--- src/rtl/uart_rx.sv ---
// rtl/uart_rx.sv - 16x oversampling UART receiver with RX FIFO (optional parity via PARITY_EN)
module uart_rx #(
  parameter int DATA_WIDTH = 8,
  parameter int FIFO_DEPTH = 16,
  parameter int DIV_WIDTH  = 16
) (
  input  logic                          clk_i,
  input  logic                          rst_ni,
  input  logic                          rx_en_i,
  input  logic [DIV_WIDTH-1:0]          baud_div_i,
  input  logic                          uart_rx_i,
  input  logic                          rd_en_i,
  input  logic                          err_clr_i,
  output logic [DATA_WIDTH-1:0]         rx_data_o,
  output logic                          rx_empty_o,
  output logic                          rx_full_o,
  output logic [$clog2(FIFO_DEPTH):0]   rx_count_o,
  output logic                          frame_err_o,
`ifdef PARITY_EN
  input  logic                          parity_on_i,
  input  logic                          parity_odd_i,
  output logic                          parity_err_o,
`endif
  output logic                          overrun_o
);

  localparam int PTR_W = $clog2(FIFO_DEPTH);
  localparam int CNT_W = PTR_W + 1;
  localparam int BI_W  = $clog2(DATA_WIDTH);
  localparam logic [BI_W-1:0] BI_LAST = BI_W'(DATA_WIDTH - 1);

  typedef enum logic [2:0] {
    S_IDLE, S_START, S_DATA, S_PARITY, S_STOP
  } state_e;

  logic                  sync1_q, sync1_d, sync2_q, sync2_d;
  logic [DIV_WIDTH-1:0]  tick_cnt_q, tick_cnt_d;
  logic [DIV_WIDTH-1:0]  div_last;
  logic                  tick;
  state_e                state_q, state_d;
  logic [3:0]            sc_q, sc_d;
  logic [BI_W-1:0]       bi_q, bi_d;
  logic [DATA_WIDTH-1:0] shift_q, shift_d;
  logic                  line;
  logic                  push, ferr_set;
  logic                  frame_err_q, frame_err_d;
  logic                  overrun_q, overrun_d;
  logic [DATA_WIDTH-1:0] fifo_mem_q [FIFO_DEPTH];
  logic [PTR_W-1:0]      wr_ptr_q, wr_ptr_d, rd_ptr_q, rd_ptr_d;
  logic [CNT_W-1:0]      count_q, count_d;
  logic                  fifo_full, fifo_empty, pop, do_push, overrun_set;
`ifdef PARITY_EN
  logic                  par_bad_q, par_bad_d;
  logic                  parity_err_q, parity_err_d;
  logic                  par_mismatch, perr_set;
  assign par_mismatch = line ^ (^shift_q) ^ parity_odd_i;
`endif

  assign sync1_d = uart_rx_i;
  assign sync2_d = sync1_q;
  assign line    = sync2_q;

  // State register, synchronizer, tick counter, flags and FIFO pointers
  always_ff @(posedge clk_i) begin
    if (!rst_ni) begin
      sync1_q     <= 1'b1;
      sync2_q     <= 1'b1;
      tick_cnt_q  <= '0;
      state_q     <= S_IDLE;
      sc_q        <= '0;
      bi_q        <= '0;
      shift_q     <= '0;
      frame_err_q <= 1'b0;
      overrun_q   <= 1'b0;
      wr_ptr_q    <= '0;
      rd_ptr_q    <= '0;
      count_q     <= '0;
`ifdef PARITY_EN
      par_bad_q    <= 1'b0;
      parity_err_q <= 1'b0;
`endif
    end else begin
      sync1_q     <= sync1_d;
      sync2_q     <= sync2_d;
      tick_cnt_q  <= tick_cnt_d;
      state_q     <= state_d;
      sc_q        <= sc_d;
      bi_q        <= bi_d;
      shift_q     <= shift_d;
      frame_err_q <= frame_err_d;
      overrun_q   <= overrun_d;
      wr_ptr_q    <= wr_ptr_d;
      rd_ptr_q    <= rd_ptr_d;
      count_q     <= count_d;
`ifdef PARITY_EN
      par_bad_q    <= par_bad_d;
      parity_err_q <= parity_err_d;
`endif
    end
  end

  // FIFO storage is deliberately left unreset
  always_ff @(posedge clk_i) begin
    if (do_push) fifo_mem_q[wr_ptr_q] <= shift_q;
  end

  // Oversample tick: held at zero while idle on a high line so the first tick lands relative to the start edge
  always_comb begin
    div_last   = (baud_div_i > DIV_WIDTH'(1)) ? baud_div_i - DIV_WIDTH'(1) : '0;
    tick       = 1'b0;
    tick_cnt_d = tick_cnt_q + DIV_WIDTH'(1);
    if (!rx_en_i || (state_q == S_IDLE && line)) begin
      tick_cnt_d = '0;
    end else if (tick_cnt_q >= div_last) begin
      tick       = 1'b1;
      tick_cnt_d = '0;
    end
  end

  // Next-state logic: frame sequencing, sample counter, bit index and shift register
  always_comb begin
    state_d = state_q;
    sc_d    = sc_q;
    bi_d    = bi_q;
    shift_d = shift_q;
`ifdef PARITY_EN
    par_bad_d = par_bad_q;
`endif
    if (!rx_en_i) begin
      state_d = S_IDLE;
    end else if (tick) begin
      case (state_q)
        S_IDLE: begin
          if (!line) begin
            state_d = S_START;
            sc_d    = '0;
          end
        end
        S_START: begin
          sc_d = sc_q + 4'd1;
          if (sc_q == 4'd7) begin
            if (!line) begin
              state_d = S_DATA;
              sc_d    = '0;
              bi_d    = '0;
`ifdef PARITY_EN
              par_bad_d = 1'b0;
`endif
            end else begin
              state_d = S_IDLE;
            end
          end
        end
        S_DATA: begin
          sc_d = sc_q + 4'd1;
          if (sc_q == 4'd15) begin
            shift_d = {line, shift_q[DATA_WIDTH-1:1]};
            bi_d    = bi_q + BI_W'(1);
            if (bi_q == BI_LAST) begin
`ifdef PARITY_EN
              state_d = parity_on_i ? S_PARITY : S_STOP;
`else
              state_d = S_STOP;
`endif
            end
          end
        end
        S_PARITY: begin
          sc_d = sc_q + 4'd1;
          if (sc_q == 4'd15) begin
`ifdef PARITY_EN
            if (par_mismatch) par_bad_d = 1'b1;
`endif
            state_d = S_STOP;
          end
        end
        S_STOP: begin
          sc_d = sc_q + 4'd1;
          if (sc_q == 4'd15) state_d = S_IDLE;
        end
        default: state_d = S_IDLE;
      endcase
    end
  end

  // Output decode: stop-bit verdict produces either a push or a framing error
  always_comb begin
    push     = 1'b0;
    ferr_set = 1'b0;
`ifdef PARITY_EN
    perr_set = rx_en_i && tick && state_q == S_PARITY && sc_q == 4'd15 && par_mismatch;
`endif
    if (rx_en_i && tick && state_q == S_STOP && sc_q == 4'd15) begin
      if (line) begin
`ifdef PARITY_EN
        push = !par_bad_q;
`else
        push = 1'b1;
`endif
      end else begin
        ferr_set = 1'b1;
      end
    end
  end

  // FIFO bookkeeping and sticky error flags; a set in the clear cycle wins
  always_comb begin
    fifo_full   = (count_q == CNT_W'(FIFO_DEPTH));
    fifo_empty  = (count_q == '0);
    pop         = rd_en_i && !fifo_empty;
    do_push     = push && (!fifo_full || pop);
    overrun_set = push && fifo_full && !pop;
    wr_ptr_d    = wr_ptr_q + PTR_W'(do_push);
    rd_ptr_d    = rd_ptr_q + PTR_W'(pop);
    count_d     = count_q;
    case ({do_push, pop})
      2'b10:   count_d = count_q + CNT_W'(1);
      2'b01:   count_d = count_q - CNT_W'(1);
      default: count_d = count_q;
    endcase
    frame_err_d = ferr_set    | (frame_err_q & ~err_clr_i);
    overrun_d   = overrun_set | (overrun_q & ~err_clr_i);
`ifdef PARITY_EN
    parity_err_d = perr_set | (parity_err_q & ~err_clr_i);
`endif
  end

  assign rx_data_o   = fifo_empty ? '0 : fifo_mem_q[rd_ptr_q];
  assign rx_empty_o  = fifo_empty;
  assign rx_full_o   = fifo_full;
  assign rx_count_o  = count_q;
  assign frame_err_o = frame_err_q;
  assign overrun_o   = overrun_q;
`ifdef PARITY_EN
  assign parity_err_o = parity_err_q;
`endif

endmodule

--- config.mk ---
export PLATFORM = sky130hd
export DESIGN_NAME = uart_rx
export DESIGN_NICKNAME = d
export VERILOG_FILES = /design/src/rtl/uart_rx.sv
export SDC_FILE = /design/constraint.sdc
export NUM_CORES = 1
export LEC_CHECK = 0
export CAP_MARGIN = 40
export CORE_MARGIN = 1
export CORE_UTILIZATION = 35
export CTS_CLUSTER_SIZE = 25
export DETAILED_ROUTE_END_ITERATION = 7
export PLACE_DENSITY_LB_ADDON = 0.3
export SLEW_MARGIN = 20
export SYNTH_ARGS = -nofsm -noshare
export SYNTH_HDL_FRONTEND = slang
export SYNTH_SLANG_ARGS = --single-unit
--- constraint.sdc ---
create_clock -name clk_i -period 11.8 [get_ports clk_i]
set_clock_uncertainty 0.05 [all_clocks]
set_input_delay 1.77 -clock clk_i [delete_from_list [all_inputs] [get_ports clk_i]]
set_output_delay 1.77 -clock clk_i [all_outputs]
set_load 0.01 [all_outputs]
-- After elaboration in Yosys (flattened, before gate mapping)
Memory sizes are Yosys's and may differ from the RTL's. A register that Yosys moved wholly into a read port is not among the register bits.
Cells that the tools add are included.
- memories: 1
- register bits: 51
- logic and storage cells: 100
- output and inout bits: 17
- bits in writable memories: 128
- reductions and logical operators: 26
- mux-type cells: 28
- equality and inequality tests: 17
- bitwise gates (word level): 6
- add/sub/neg operators: 8
- order comparisons: 2
- memory list (memory ; words ; bits a word ; read ports ; clocked after Yosys merged registers in ; write ports ; RTL line ; source):
    fifo_mem_q ; 16 ; 8 ; 1 ; 1 ; 1 ; 48 ; logic [DATA_WIDTH-1:0] fifo_mem_q [FIFO_DEPTH];
- operator list (operator ; count):
    $mux W3 ; 9
    $add A16 B1 Y16 const B ; 1
    $ge A16 B16 Y1 ; 1
    $gt A16 B1 Y1 const B ; 1
    $mux W16 ; 1
    $mux W4 ; 4
    $sub A16 B1 Y16 const B ; 1
    $pmux W3 S5 ; 1
    $ne A2 B2 Y1 const B ; 7
    $pmux W4 S3 ; 1
    $pmux W5 S2 ; 1
    $add A4 B1 Y4 ; 2
    $logic_and A1 B1 Y1 ; 8
    $mux W1 ; 8
    $mux W8 ; 1
    $reduce_and A4 Y1 ; 2
    $reduce_and A7 Y1 ; 1
    $eq A3 B2 Y1 const B ; 2
    $eq A3 B3 Y1 const B ; 2
    $pmux W3 S2 ; 1
    $reduce_and A6 Y1 ; 1
    $reduce_or A3 Y1 ; 2
    $add A5 B1 Y5 const B ; 1
    $eq A5 B5 Y1 const B ; 1
    other kinds (19) ; 27

-- Longest topological paths before layout
Gate-level depths: netlist (run 1).
- depth in word-level cells: 12
- depth in mapped cells: 24
- gate-level depth less buffers: 22

-- Least setup slack after synthesis (run 1)
Ideal clock, no wire load.
- path kind: input -> register
- from: in baud_div_i[11]
- to: reg count_q[4], in the netlist rx_count_o[4]
- data required time: 11.635 ns
- path buffers: 3
- slack: 5.892 ns
- stages: 22
- setup time: 0.115 ns
- arrival time: 5.743 ns
- cells stage by stage: or4_1 > nor3_1 > nand4_1 > clkbuf_1 > nand2_1 > ha_1 > a21oi_1 > o21ai_0 > nor4_1 > a31oi_1 > buf_2 > nand2_2 > ha_1 > clkbuf_1 > xor2_1 > ha_1 > inv_1 > o21ai_0 > a21o_1 > a221oi_1 > xor2_1 > and2_1
- cells in the longest elaborated chain, start to end: 12
- RTL lines (what ; RTL line ; source):
    start: declaration ; 10 ; input logic [DIV_WIDTH-1:0] baud_div_i,
    $sub A16 B1 Y16 or $gt A16 B1 Y1 (tied branches) ; 109 ; div_last = (baud_div_i > DIV_WIDTH'(1)) ? baud_div_i - DIV_WIDTH'(1) : '0;
    $mux W16 (*) ; 109 ;
    $ge A16 B16 Y1 (*) ; 114 ; end else if (tick_cnt_q >= div_last) begin
    $mux W1 (*) ; 114 ;
    $mux W1 (*) ; 112 ; if (!rx_en_i || (state_q == S_IDLE && line)) begin
    $logic_and A1 B1 Y1 (*) (3 in a row) ; 193 ; if (rx_en_i && tick && state_q == S_STOP && sc_q == 4'd15) begin
    $mux W1 (*) ; 193 ;
    $logic_and A1 B1 Y1 (*) ; 211 ; do_push = push && (!fifo_full || pop);
    $eq A2 B1 Y1 or $eq A2 B2 Y1 (tied branches) ; 216 ; case ({do_push, pop})
    $pmux W5 S2 or $reduce_bool A2 Y1 (tied branches) ; n/a ;
    end signal: assignment ; 94 ; count_q <= count_d;
    end: declaration ; 50 ; logic [CNT_W-1:0] count_q, count_d;
Mark *: on every way between the ends. The rest lies on a longest branch, timed or not.
A chain may end at the register's enable or synchronous reset.

-- Final worst setup path (run 1)
Same ends and word-level chain as after synthesis.

==> reports/qor.txt, run 1 <==
Final Cycle Share: 56.88%
clk slew on worst S/H paths: 70 ps
yosys warns: 0
GR Overflow Total: 0
drt pass-1 iters: 4
arrival time at the worst endpoint: 6990 ps
Root Buffer Master: clkbuf_16
CP Launch Type: input port
Layout Nets: 690
EDFF count, synth: 128
count leader, synth: edfxtp_1
Worst-Skew Late Latency: 430 ps
Setup Fix Bufs, Post-CTS: 0
gr usage total: 14.49%
final antenna diode count: 0
final hold violations: 0
GRT met2 Usage: 22.79%
Sequential Power Share: 52.9%
Die Wd: 154.4 µm
initial antenna violation count: 0
Main synth FF type: edfxtp_1
vias in the first global route: 4,777
DR vias/cell: 5.095
IO buf count: 38
first-pass GRT wire length: 26.14 mm
Area Overhead vs Synth: 16.90%
Max Freq: 149.0 MHz
switch share: 21.91%
Pleak: 0.003623 µW
maximum root-to-sink buffer count: 2
Routed WL: 16.00 mm
setup tns final: 0 ps
power density over cell area: 132.3 nW/µm²
critical path class: input port to register
DR WL/cell: 17.09 µm
Syn Nets: 641
Synth Cell Area: 8124 µm²
Register Area: 4866 µm²
CTS tree: yes
met1 Use GR: 19.90%
pins over their slew limit: 0
Min Clock Period, post-route: 6711 ps
Avg Cell Area, Syn: 13.79 µm²
gr busiest metal: met2
Synth top area share: 47.31%
HPWL Detailed: 11.24 mm
CTS sink cnt: 179
chip height: 154.4 µm
worst slew pin tran: 678.4 ps
Internal Power: 980.9 µW
largest net degree at the start of global routing: 41
FFs w/ async S/R, synth: 0%
# IOs: 39
Final setup viols: 0
post-route setup slack: 5089 ps
synthesis-stage register bit count: 179
Hold Buf Count CTS: 0
Worst Setup End Kind: register
Worst IR Drop VDD: 0.08064 mV
1st-iter DRT viols: 251
drt drc: 0
worst-path cell chain: clkdlybuf4s50_1 -> or4_1 -> nor3_1 -> nand4_1 -> and2_1 -> ha_1 -> nand2b_1 -> a2111oi_0 -> nand3b_1 -> a31oi_1 -> buf_4 -> nand2_2 -> ha_1 -> xor2_1 -> ha_1 -> inv_1 -> o21ai_0 -> a21o_1 -> a221oi_1 -> xor2_1 -> and2_1
area of the multi-input gates: 3092 µm²
max_cap viols: 0
outcome: finished, final reports clean
Vias: 4,769
core box area: 22,710 µm²
GP Congestion: 0.8019
Filler Cells Inserted: 2,109
worst slack, placed: 4560 ps
Max-slew headroom: 54.71%
cells after synthesis: 589
Synth area leader: edfxtp_1
CP required: 12,080 ps
Min-Delay Path Class: register to register
Critical Path Max Stage Delay: 580 ps
GR Layer Usage met3: 3.755%
Initial Util: 35.77%
CTS Buf Count: 17
share of cells above drive strength 1: 15.82%
htree depth: 4
die area: 23,830 µm²
worst-path maximum fanout: 16
Routed Antenna Nets: 0
Core Rows: 55
critical path's most frequent cell: ha_1
synth top area cells: edfxtp_1 47%, dfxtp_1 13%, mux4_2 11%
post_cts resized: 0
clock network power share: 45.2%
sequential-to-total area share from yosys stat: 59.88%
Yosys cell types: 52
CP max stage cell: or4_1
net load switching power: 275.2 µW
logic gate share of total power: 1.9%
RSZ-0062 raised after global routing: false
Synth top cells by count: 128 x edfxtp_1, 55 x nand2_1, 51 x dfxtp_1, 40 x mux4_2, 38 x nor2_1
[path summary, 6_finish.rpt]
path / from / endpoint / slack, ps / depth (start not counted)
worst max-delay path: baud_div_i[11] / rx_count_o[4]$_SDFFE_PN0P_ / 5090 / 21
worst min-delay path: sync1_q$_SDFF_PN1_ / line$_SDFF_PN1_ / 360 / 1
worst max register to register: tick_cnt_q[0]$_SDFF_PP0_ / rx_count_o[4]$_SDFFE_PN0P_ / 8030 / 17
worst min register to register: sync1_q$_SDFF_PN1_ / line$_SDFF_PN1_ / 360 / 1
[layer usage]
metal	up-vias	share of wire, %
li1	2306	-
met1	2356	47
met2	98	47
met3	9	5.3
met4	0	0.64
met5	-	0
[stage by stage]
step | power, µW | std cells | cell area, µm² | utilization, % | hold slack, ps
finish | 1256 | 936 | 9497 | 41.82 | 359.2
global route | 1297 | 936 | 9497 | 41.82 | 375.4
CTS | 1269 | 932 | 9467 | 41.69 | 369.2
detailed placement | 702.8 | 900 | 8864 | 39.03 | 359.4
global placement | 702.1 | 893 | 8811 | 38.80 | 361.7
floorplan | 690.4 | 589 | 8124 | - | 336.3
[placed cells by master, fill, tap and decap left out, types with 14 or more instances in the layout]
cell type and instances:
edfxtp_1 128, nand2_1 55, dfxtp_1 50, mux4_2 40, nor2_1 38, clkdlybuf4s50_1 38
ha_1 30, xor2_1 23, buf_4 21, clkbuf_16 17, xnor2_1 15, nand3_1 15
and2_1 15, nor3_1 14, nand2b_1 14
[cell families after synthesis]
kind of cell / synth area share [%]
AOI/OAI and AO/OA: 3.558
muxes: 12.69
adders and majority gates: 4.744
buffers and inverters: 2.141
DFF: 59.88
xor gates and xnor gates: 4.097
and+or+nand+nor: 12.89
[registers in the layout (all words and copies together) (netlist names)]
register	cells
fifo_mem_q	128
tick_cnt_q	16
shift_q	8
rx_count_o	5
rd_ptr_q	4
sc_q	4
wr_ptr_q	4
bi_q	3
state_q	3
frame_err_o	1
line	1
overrun_o	1
sync1_q	1
[cell type report]
cell class	instances	share of cell area [%]
clock buffers	17	4.480
clock inverters	15	1.871
inverters	11	0.4348
multi-input cells	370	32.56
flip-flops and latches	179	51.24
well taps	285	3.755
repair buffers	59	5.665
[power by group through the flow]
stage | logic, µW | registers, µW | clock network (µW)
6_report | 23.8 | 665 | 568
5_1_grt | 26.7 | 664 | 606
4_1_cts | 24.1 | 664 | 581
3_5_place_dp | 24.1 | 679 | 0
3_3_place_gp | 23.3 | 679 | 0
2_1_floorplan | 11.8 | 679 | 0
[critical path: cells and delay by family]
kind | cells | cell delay, ps
xor+xnor | 2 | 220
simple gates | 8 | 2280
buf+inv | 3 | 710
fa+ha+maj | 3 | 840
compound gates | 5 | 1160
No activity file was read; power rests on OpenSTA's default activity.
==> run 2, diff against run 1 <==
Clock period 11.8 ns to 5.6 ns, I/O delays scaled along.
==> run 2 against run 1 <==
Net effect:
- cell count up 0.11%
- power is 100% higher
- sequential share of layout area barely moved
- wire length grew 2.4%
- flip-flop and latch count unchanged
- largest power group unchanged
- register-to-register slack worse by 6000 ps
- count of clock-buffer cells in the layout stayed put
- critical path depth decreased by 1
==> reports/qor.txt, run 2 (synthesis gave the netlist of run 1 again) <==
post-route cell area: 9495 µm² (was 9497 µm²)
switch share: 20.69% (was 21.91%)
core box area: 22,710 µm² (unchanged)
Hold Startpoint: sync1_q$_SDFF_PN1_ (unchanged)
flop-to-flop setup slack: 1990 ps (was 8030 ps)
clk slew on worst S/H paths: 70 ps (about the same)
area of the multi-input gates: 3098 µm² (was 3092 µm²)
initial antenna violation count: 0 (unchanged)
CTS sink cnt: 179 (unchanged)
chip height: 154.4 µm (unchanged)
GR Overflow Total: 0 (unchanged)
Max-slew headroom: 53.46% (was 54.71%)
number of flip-flops in the largest register: 128 (unchanged)
final antenna diode count: 0 (unchanged)
R2R depth: 16 (was 17)
start point of the critical path: baud_div_i[11] (unchanged)
Register Area: 4867 µm² (was 4866 µm²)
Placed Area: 8930 µm² (was 8864 µm²)
Layout Nets: 692 (was 690)
Routed Antenna Nets: 0 (unchanged)
CP required: 5880 ps (was 12,080 ps)
worst slew pin tran: 697.1 ps (was 678.4 ps)
Buf+Inv Stages, Crit Path: 2 (was 3)
clock network power share: 43.6% (was 45.2%)
delay-heaviest family, CP: simple AND/OR/NAND/NOR gates (unchanged)
Worst Setup End Kind: register (unchanged)
Final setup viols: 0 (unchanged)
share of cells above drive strength 1: 15.95% (was 15.82%)
Routed WL: 16.39 mm (was 16.00 mm)
Vias: 4,808 (was 4,769)
largest net degree at the start of global routing: 41 (unchanged)
critical path class: input port to register (unchanged)
Crit path depth: 20 (was 21)
worst-path cell chain: clkdlybuf4s50_1 -> or4_1 -> nor3_1 -> nand4_1 -> and2_1 -> ha_1 -> nand2b_1 -> a2111oi_0 -> nand3b_1 -> a31oi_1 -> nand2_2 -> ha_1 -> xor2_1 -> ha_1 -> inv_1 -> o21ai_0 -> a21o_1 -> a221oi_1 -> xor2_1 -> and2_1 (was clkdlybuf4s50_1 -> or4_1 -> nor3_1 -> nand4_1 -> and2_1 -> ha_1 -> nand2b_1 -> a2111oi_0 -> nand3b_1 -> a31oi_1 -> buf_4 -> nand2_2 -> ha_1 -> xor2_1 -> ha_1 -> inv_1 -> o21ai_0 -> a21o_1 -> a221oi_1 -> xor2_1 -> and2_1)
met2 routed WL: 7.713 mm (was 7.534 mm)
setup tns final: 0 ps (unchanged)
power density over cell area: 271.1 nW/µm² (was 132.3 nW/µm²)
uppermost layer routed: met4 (unchanged)
R2R Path Start: tick_cnt_q[0]$_SDFF_PP0_ (unchanged)
Core Rows: 55 (unchanged)
Util after Layout: 41.81% (was 41.82%)
first-pass GRT wire length: 26.14 mm (unchanged)
# IOs: 39 (unchanged)
CP max stage cell: or4_1 (unchanged)
max_cap viols: 0 (unchanged)
htree depth: 4 (unchanged)
Die Wd: 154.4 µm (unchanged)
pins over their slew limit: 0 (unchanged)
commonest non-fill, non-tap cells in the layout: 128 x edfxtp_1, 55 x nand2_1, 49 x dfxtp_1 (was 128 x edfxtp_1, 55 x nand2_1, 50 x dfxtp_1)
vias in the first global route: 4,819 (was 4,777)
drt pass-1 iters: 4 (unchanged)
Min Clock Period, post-route: 5068 ps
Initial Util: 35.77% (unchanged)
critical path's most frequent cell: ha_1 (unchanged)
arrival time at the worst endpoint: 5340 ps (was 6990 ps)
drt drc: 0 (unchanged)
DR vias/cell: 5.131 (was 5.095)
gr usage total: 14.66% (was 14.49%)
logic gate share of total power: 2.0% (was 1.9%)
Pleak: 0.003624 µW (was 0.003623 µW)
outcome: finished, final reports clean (unchanged)
commonest non-fill, non-tap cell in the layout: edfxtp_1 (unchanged)
GP Congestion: 0.8069 (was 0.8019)
final hold violations: 0 (unchanged)
CTS tree: yes (unchanged)
maximum root-to-sink buffer count: 2 (unchanged)
Critical Path Max Stage Delay: 580 ps (about the same)
Area Overhead vs Synth: 16.88% (was 16.90%)
Final Cycle Share: 90.49%
worst-path maximum fanout: 7 (was 16)
Met1 Routed Length: 7.403 mm (was 7.520 mm)
Biggest register: fifo_mem_q (unchanged)
HPWL Detailed: 11.33 mm (was 11.24 mm)
Filler Cells Inserted: 2,076 (was 2,109)
Internal Power: 2042 µW (was 980.9 µW)
Worst-Skew Late Latency: 430 ps (about the same)
metal3 WL: 1.066 mm (was 840 µm)
die area: 23,830 µm² (unchanged)
net load switching power: 532.6 µW (was 275.2 µW)
IO buf count: 38 (unchanged)
Root Buffer Master: clkbuf_16 (unchanged)
Worst IR Drop VDD: 0.1766 mV (was 0.08064 mV)
biggest regs: fifo_mem_q x128, tick_cnt_q x16, shift_q x8 (unchanged)
Sequential Power Share: 54.4% (was 52.9%)
Max Freq: 197.3 MHz
RSZ-0062 raised after global routing: false (unchanged)
Hold Crit Depth: 1 (unchanged)
DR WL/cell: 17.49 µm (was 17.09 µm)
CP Launch Type: input port (unchanged)
Min-Delay Path Class: register to register (unchanged)
CTS Buf Count: 17 (unchanged)
1st-iter DRT viols: 292 (was 251)
## run 2: cell type report
type / count / share of cell area, %
clock buffer: 17 / 4.480
clock inverter: 14 / 1.410
inverter: 11 / 0.4348
multi-input combinational: 370 / 32.63
sequential: 179 / 51.26
tap: 285 / 3.755
timing repair buffer: 61 / 6.035
## run 2: worst reg2reg max path, delay by kind of cell (launching register included)
family | cells | cell delay [ps]
fa+ha+maj | 3 | 730
simple gates | 4 | 670
xor+xnor | 2 | 200
buf+inv | 2 | 150
flops | 1 | 430
compound gates | 5 | 1280
## run 2: final timing paths
check | end
worst max-delay path | rx_count_o[4]$_SDFFE_PN0P_
worst min-delay path | line$_SDFF_PN1_
worst max register to register | rx_count_o[4]$_SDFFE_PN0P_
worst min register to register | line$_SDFF_PN1_
## run 2: per-stage QoR
step,total power (µW),setup slack (ps),std cells,hold slack (ps)
after floorplan,1455,622.2,589,336.3
after global placement,1479,255.0,904,368.9
after detailed placement,1481,23.45,906,378.9
after CTS,2602,472.6,937,405.7
after global routing,2657,111.4,937,420.5
final,2575,532.5,937,395.2
## run 2: repair_timing
item                                    4_1_cts  5_1_grt
hold buffers                                  0        0
resized for setup                             0        1
endpoints found under the setup margin        0        1
buffers inserted                              0        0
## run 2: power by group through the flow
stage	logic, µW	clock network, µW	registers, µW
after floorplan	24.9	0	1430
after global placement	49.1	0	1430
after detailed placement	50.9	0	1430
after CTS	51.0	1150	1400
after global routing	56.2	1200	1400
final	50.6	1120	1400
## run 2: layer usage
metal / GRT usage [%] / vias to the layer above
met5: 0 / -
met1: 18.59 / 2362
met2: 24.16 / 128
met3: 4.259 / 13
met4: 4.668 / 0
li1: - / 2305
==> run 3, diff against run 2 <==
Settings changed: CTS_CLUSTER_DIAMETER set to 30.
==> results of run 3 <==
The final DEF is identical to that of run 2; final timing and power are the same.
